## src/rtl/rom_port_arbiter.sv

```systemverilog
// Shares one registered-output ROM between the 68k bus and the video fetch path.
// Video has priority, and a streak limit bounds how long the CPU can wait.
// Define ROM_ARB_STATS_EN to build the grant counter and the CPU wait-maximum counter.
module rom_port_arbiter #(
  parameter int AW             = 18,
  parameter int DW             = 16,
  parameter int MAX_VID_STREAK = 4
) (
  input  logic          clk,
  input  logic          reset,
  input  logic          cpu_as,
  input  logic [AW-1:0] cpu_addr,
  output logic [DW-1:0] cpu_rdata,
  output logic          cpu_dtack_b,
  input  logic          vid_req,
  input  logic [AW-1:0] vid_addr,
  output logic          vid_gnt,
  output logic [DW-1:0] vid_rdata,
  output logic          vid_valid,
  output logic          mem_en,
  output logic [AW-1:0] mem_addr,
  input  logic [DW-1:0] mem_rdata,
  output logic [15:0]   stat_vid_cnt,
  output logic [15:0]   stat_cpu_wmax
);

  typedef enum logic [2:0] {
    S_IDLE,
    S_RD_VID,
    S_RD_CPU,
    S_CAP_VID,
    S_CAP_CPU
  } state_t;

  state_t     r_state;
  logic       r_cpu_served;
  logic [3:0] r_streak;

  logic w_cpu_pend;
  logic w_streak_max;
  logic w_vid_win;
  logic w_cpu_win;

  assign w_cpu_pend   = cpu_as & ~r_cpu_served;
  assign w_streak_max = (r_streak == 4'(MAX_VID_STREAK));
  assign w_vid_win    = (r_state == S_IDLE) & vid_req & ~(w_cpu_pend & w_streak_max);
  assign w_cpu_win    = (r_state == S_IDLE) & ~w_vid_win & w_cpu_pend;

  always_ff @(posedge clk) begin
    if (reset) begin
      r_state      <= S_IDLE;
      r_cpu_served <= 1'b0;
      r_streak     <= 4'd0;
      mem_en       <= 1'b0;
      mem_addr     <= '0;
      vid_gnt      <= 1'b0;
      vid_valid    <= 1'b0;
      vid_rdata    <= '0;
      cpu_rdata    <= '0;
      cpu_dtack_b  <= 1'b1;
    end else begin
      // NOTE: pulse outputs default low here; a later assignment in the same block wins.
      mem_en    <= 1'b0;
      vid_gnt   <= 1'b0;
      vid_valid <= 1'b0;

      // Dropping the address strobe ends the bus cycle and re-arms the CPU.
      if (!cpu_as) begin
        r_cpu_served <= 1'b0;
        cpu_dtack_b  <= 1'b1;
      end

      if (!w_cpu_pend || w_cpu_win) begin
        r_streak <= 4'd0;
      end else if (w_vid_win && r_streak != 4'hF) begin
        r_streak <= r_streak + 4'd1;
      end

      case (r_state)
        S_IDLE: begin
          if (w_vid_win) begin
            r_state  <= S_RD_VID;
            mem_en   <= 1'b1;
            mem_addr <= vid_addr;
            vid_gnt  <= 1'b1;
          end else if (w_cpu_win) begin
            r_state      <= S_RD_CPU;
            mem_en       <= 1'b1;
            mem_addr     <= cpu_addr;
            r_cpu_served <= 1'b1;
          end
        end
        S_RD_VID: r_state <= S_CAP_VID;
        S_RD_CPU: r_state <= S_CAP_CPU;
        S_CAP_VID: begin
          vid_rdata <= mem_rdata;
          vid_valid <= 1'b1;
          r_state   <= S_IDLE;
        end
        S_CAP_CPU: begin
          // An aborted CPU cycle clears r_cpu_served, so its data is dropped here.
          if (cpu_as && r_cpu_served) begin
            cpu_rdata   <= mem_rdata;
            cpu_dtack_b <= 1'b0;
          end
          r_state <= S_IDLE;
        end
        default: r_state <= S_IDLE;
      endcase
    end
  end

`ifdef ROM_ARB_STATS_EN
  logic [15:0] r_vid_cnt;
  logic [15:0] r_cpu_wait;
  logic [15:0] r_cpu_wmax;
  logic [15:0] w_wait_now;

  // Wait length counts every pending cycle, including the cycle the CPU wins.
  assign w_wait_now = (r_cpu_wait == 16'hFFFF) ? r_cpu_wait : r_cpu_wait + 16'd1;

  always_ff @(posedge clk) begin
    if (reset) begin
      r_vid_cnt  <= 16'd0;
      r_cpu_wait <= 16'd0;
      r_cpu_wmax <= 16'd0;
    end else begin
      if (w_vid_win) r_vid_cnt <= r_vid_cnt + 16'd1;
      r_cpu_wait <= w_cpu_pend ? w_wait_now : 16'd0;
      if (w_cpu_win && (w_wait_now > r_cpu_wmax)) r_cpu_wmax <= w_wait_now;
    end
  end

  assign stat_vid_cnt  = r_vid_cnt;
  assign stat_cpu_wmax = r_cpu_wmax;
`else
  assign stat_vid_cnt  = 16'd0;
  assign stat_cpu_wmax = 16'd0;
`endif

endmodule

```

## config.mk

```make
export PLATFORM = sky130hd
export DESIGN_NAME = rom_port_arbiter
export DESIGN_NICKNAME = d
export VERILOG_FILES = /design/src/rtl/rom_port_arbiter.sv
export SDC_FILE = /design/constraint.sdc
export NUM_CORES = 1
export LEC_CHECK = 0
export ABC_AREA = 1
export CORE_ASPECT_RATIO = 1.75
export CORE_MARGIN = 5
export CORE_UTILIZATION = 42
export CTS_BUF_LIST = sky130_fd_sc_hd__clkbuf_4
export CTS_CLUSTER_DIAMETER = 50
export DETAILED_ROUTE_END_ITERATION = 8
export GPL_ROUTABILITY_DRIVEN = 0
export PLACE_DENSITY_LB_ADDON = 0.12
export SETUP_SLACK_MARGIN = 0.3
export SLEW_MARGIN = 15
export SYNTH_ARGS = -nofsm -noshare
export SYNTH_HDL_FRONTEND = slang
export SYNTH_SLANG_ARGS = --single-unit
export TNS_END_PERCENT = 10
```

## constraint.sdc

```tcl
create_clock -name clk -period 1.7 [get_ports clk]
set_input_delay 0.34 -clock clk [delete_from_list [all_inputs] [get_ports clk]]
set_output_delay 0.34 -clock clk [all_outputs]
set_load 0.01 [all_outputs]
```

==> run summary <==
Final Hold Violating Endpoints: 0
vias in the first global route: 2531
Clock power frac: 0.159
CP Capture Type: flop
core area: 0.00681 mm2
Peak Freq: 0.678 GHz
# DRC: 0
crit path DAT: 1780 ps
Filler cells: 576
htree depth: 3
top-area cell type share of the netlist area: 0.428
Clock transition at path regs: 90 ps
commonest non-fill, non-tap cell in the layout: nor2_1
most used cell, CP: inv_1
post-detail-place hpwl: 5.49 mm
first-pass GRT wire length: 11.3 mm
most frequent cells in the layout: 76 x nor2_1, 58 x dfxtp_1, 55 x clkdlybuf4s50_1, 46 x dlymetal6s2s_1, 42 x inv_1
status: completed
Die Ht: 120 um
Clock Tree Root: clkbuf_4
final setup fails: 0
Setup Skew: 7.82 ps
DRT Pass-1 Iters: 4
master of the slowest instance on the critical path: clkdlybuf4s50_1
num rows: 40
peak per-stage delay on the critical path: 500 ps
Clock Sinks: 62
Synth Instances: 408
Seq/Total Area, Yosys: 0.428
CP required: 2010 ps
worst-path maximum fanout: 9
combinational power share: 0.470
syn_area_per_cell: 7.11 um2
hold_buf cts: 0
leak pwr: 2.92 nW
leading area contributor after synthesis: dfxtp_1
GRT Total Usage: 0.163
CTS tree: done
sw frac: 0.380
PD cells: 1080 mW/mm2
Ports: 142
Int Power: 3.17 mW
Buffers on Ports: 109
setup TNS: 0 ps
vias per cell: 4.60
Iter 0 DRT Violations: 111
Post-Synth Adder-Cell Area: 0.00862
Crit Path Category: input port to flop
Initial Utilization: 0.426
count of cell types in the netlist: 24
later-pin clock latency in the skew report: 400 ps
largest net degree at the start of global routing: 39
Die W: 72.8 um
share of layout cells above drive strength 1: 0.232
crit path time final: 1470 ps
full die area: 0.00874 mm2
final net count: 585
synth-to-layout area growth: 63.4%
gr ovfl total: 0
Synth Cell Area: 0.00290 mm2
Worst Hold Class: flop to flop
Cells on Worst Hold Path: 2
P_sw: 1.94 mW
# diodes: 0
drt wl/cell: 13.0 um
Slew Viols, Final: 0
Via Count: 2829
crit path launch type: input port
R2R depth: 10
Worst VDD drop: 683 uV
top post-synthesis cells by area: dfxtp_1 43%, nor2_1 10%, buf_4 9.3%
crit path cell chain: clkdlybuf4s50_1, inv_1, nor2_1, nand3_4, clkbuf_16, nand3_1, nand3_2, nand2_1, inv_1
complex-gate fraction of the synthesized area: 0.102
drt total wl: 8.00 mm
Yosys warnings: 0
CTS Buf Count: 9
ANT nets after route: 0
simple-gate portion of the synthesized area: 0.270
CTS Buffer Depth: 2
Yosys reg bits: 62
Reg power frac: 0.371
dpl cells: 594
initial antenna violation count: 0
largest family of logic cells by synthesized area: simple AND/OR/NAND/NOR gates
multiplexer share of the synthesized area: 0
Final Instance Count excl. Fillers: 615
Final period util: 0.867
max cap viols: 0
xor/xnor share of the synthesized area: 0
RSZ-0062 raised after global routing: yes
==> worst max-delay path, delay by kind of cell <==
family | cells | cell delay, ps
AND/OR/NAND/NOR | 5 | 610
buffers and inverters | 4 | 830
==> cells in the mapped netlist <==
library cell	number
nor2_1	81
dfxtp_1	62
nand2_1	53
inv_1	47
nand3_1	45
buf_4	36
o21ai_0	33
a21oi_1	19
buf_2	6
clkbuf_1	5
buf_6	4
a21oi_2	2
ha_1	2
nand4_1	2
nor2_4	2
a21o_1	1
buf_1	1
clkinv_1	1
conb_1	1
inv_2	1
nand2_2	1
nand3_2	1
nor3_1	1
o21bai_2	1
==> per-stage QoR <==
stage	util	total power [mW]	setup WS [ps]	hold WS, ps	cell area [um2]
after floorplan	-	3.12	354	459	3020
after global placement	0.588	3.86	-8.02	464	4000
after CTS	0.602	4.68	32.8	475	4100
after global routing	0.697	5.49	161	469	4740
after detailed placement	0.588	3.88	-30.8	458	4000
final	0.697	5.10	226	465	4740
==> flip-flops by register name, indices dropped and copies added, names as in the netlist <==
name	flops
vid_rdata	16
r_cpu_served	1
r_state	3
mem_addr	18
vid_valid	1
cpu_dtack_b	1
r_streak	4
vid_gnt	1
mem_en	1
cpu_rdata	16
==> kinds of logic (layout without fill, tap and decap cells) <==
group	after synthesis	in the layout
AO/OA/AOI/OAI	56	56
AND/OR/NAND/NOR	186	186
other	1	32
flip-flops	62	62
adder cells (fa/ha/maj)	2	2
buffers and inverters	101	193
==> path summary, 6_finish.rpt <==
| kind | slack (ps) | from | end |
|---|---|---|---|
| min | 470 | cpu_dtack_b | cpu_dtack_b |
| max | 230 | cpu_as | mem_addr[7] |
| min reg2reg | 470 | cpu_dtack_b | cpu_dtack_b |
| max reg2reg | 260 | r_streak[0] | mem_addr[7] |
==> layer usage <==
layer	up-vias	GRT usage	wire length [um]
li1	1451	-	-
met1	1257	0.167	2740
met2	105	0.283	4350
met3	16	0.0595	688
met4	0	0.0831	225
met5	-	0	0
==> power groups by stage <==
stage,combinational [mW],sequential [mW],clock (mW)
4_1_cts,1.95,1.88,0.850
3_5_place_dp,1.97,1.91,0
3_3_place_gp,1.95,1.91,0
2_1_floorplan,1.11,2.01,0
6_report,2.40,1.89,0.811
5_1_grt,2.65,1.93,0.911
==> area by class of cell <==
cell class                 instances  area [um2]  share of cell area
tap                               84         105              0.0222
clock inverter                     3        12.5             0.00264
clock buffer                      12        90.1              0.0190
timing repair buffer             129        1470               0.309
multi-input combinational        276        1620               0.342
sequential                        62        1250               0.264
inverter                          49         190              0.0401
==> repair_timing <==
item                       in CTS  in global routing
pin swaps                       0                 42
resized for setup               9                171
buffers inserted                0                  3
setup endpoints to repair      86                 88
cloned                          0                  3
Note: power is estimated with default switching activity, not from simulation.
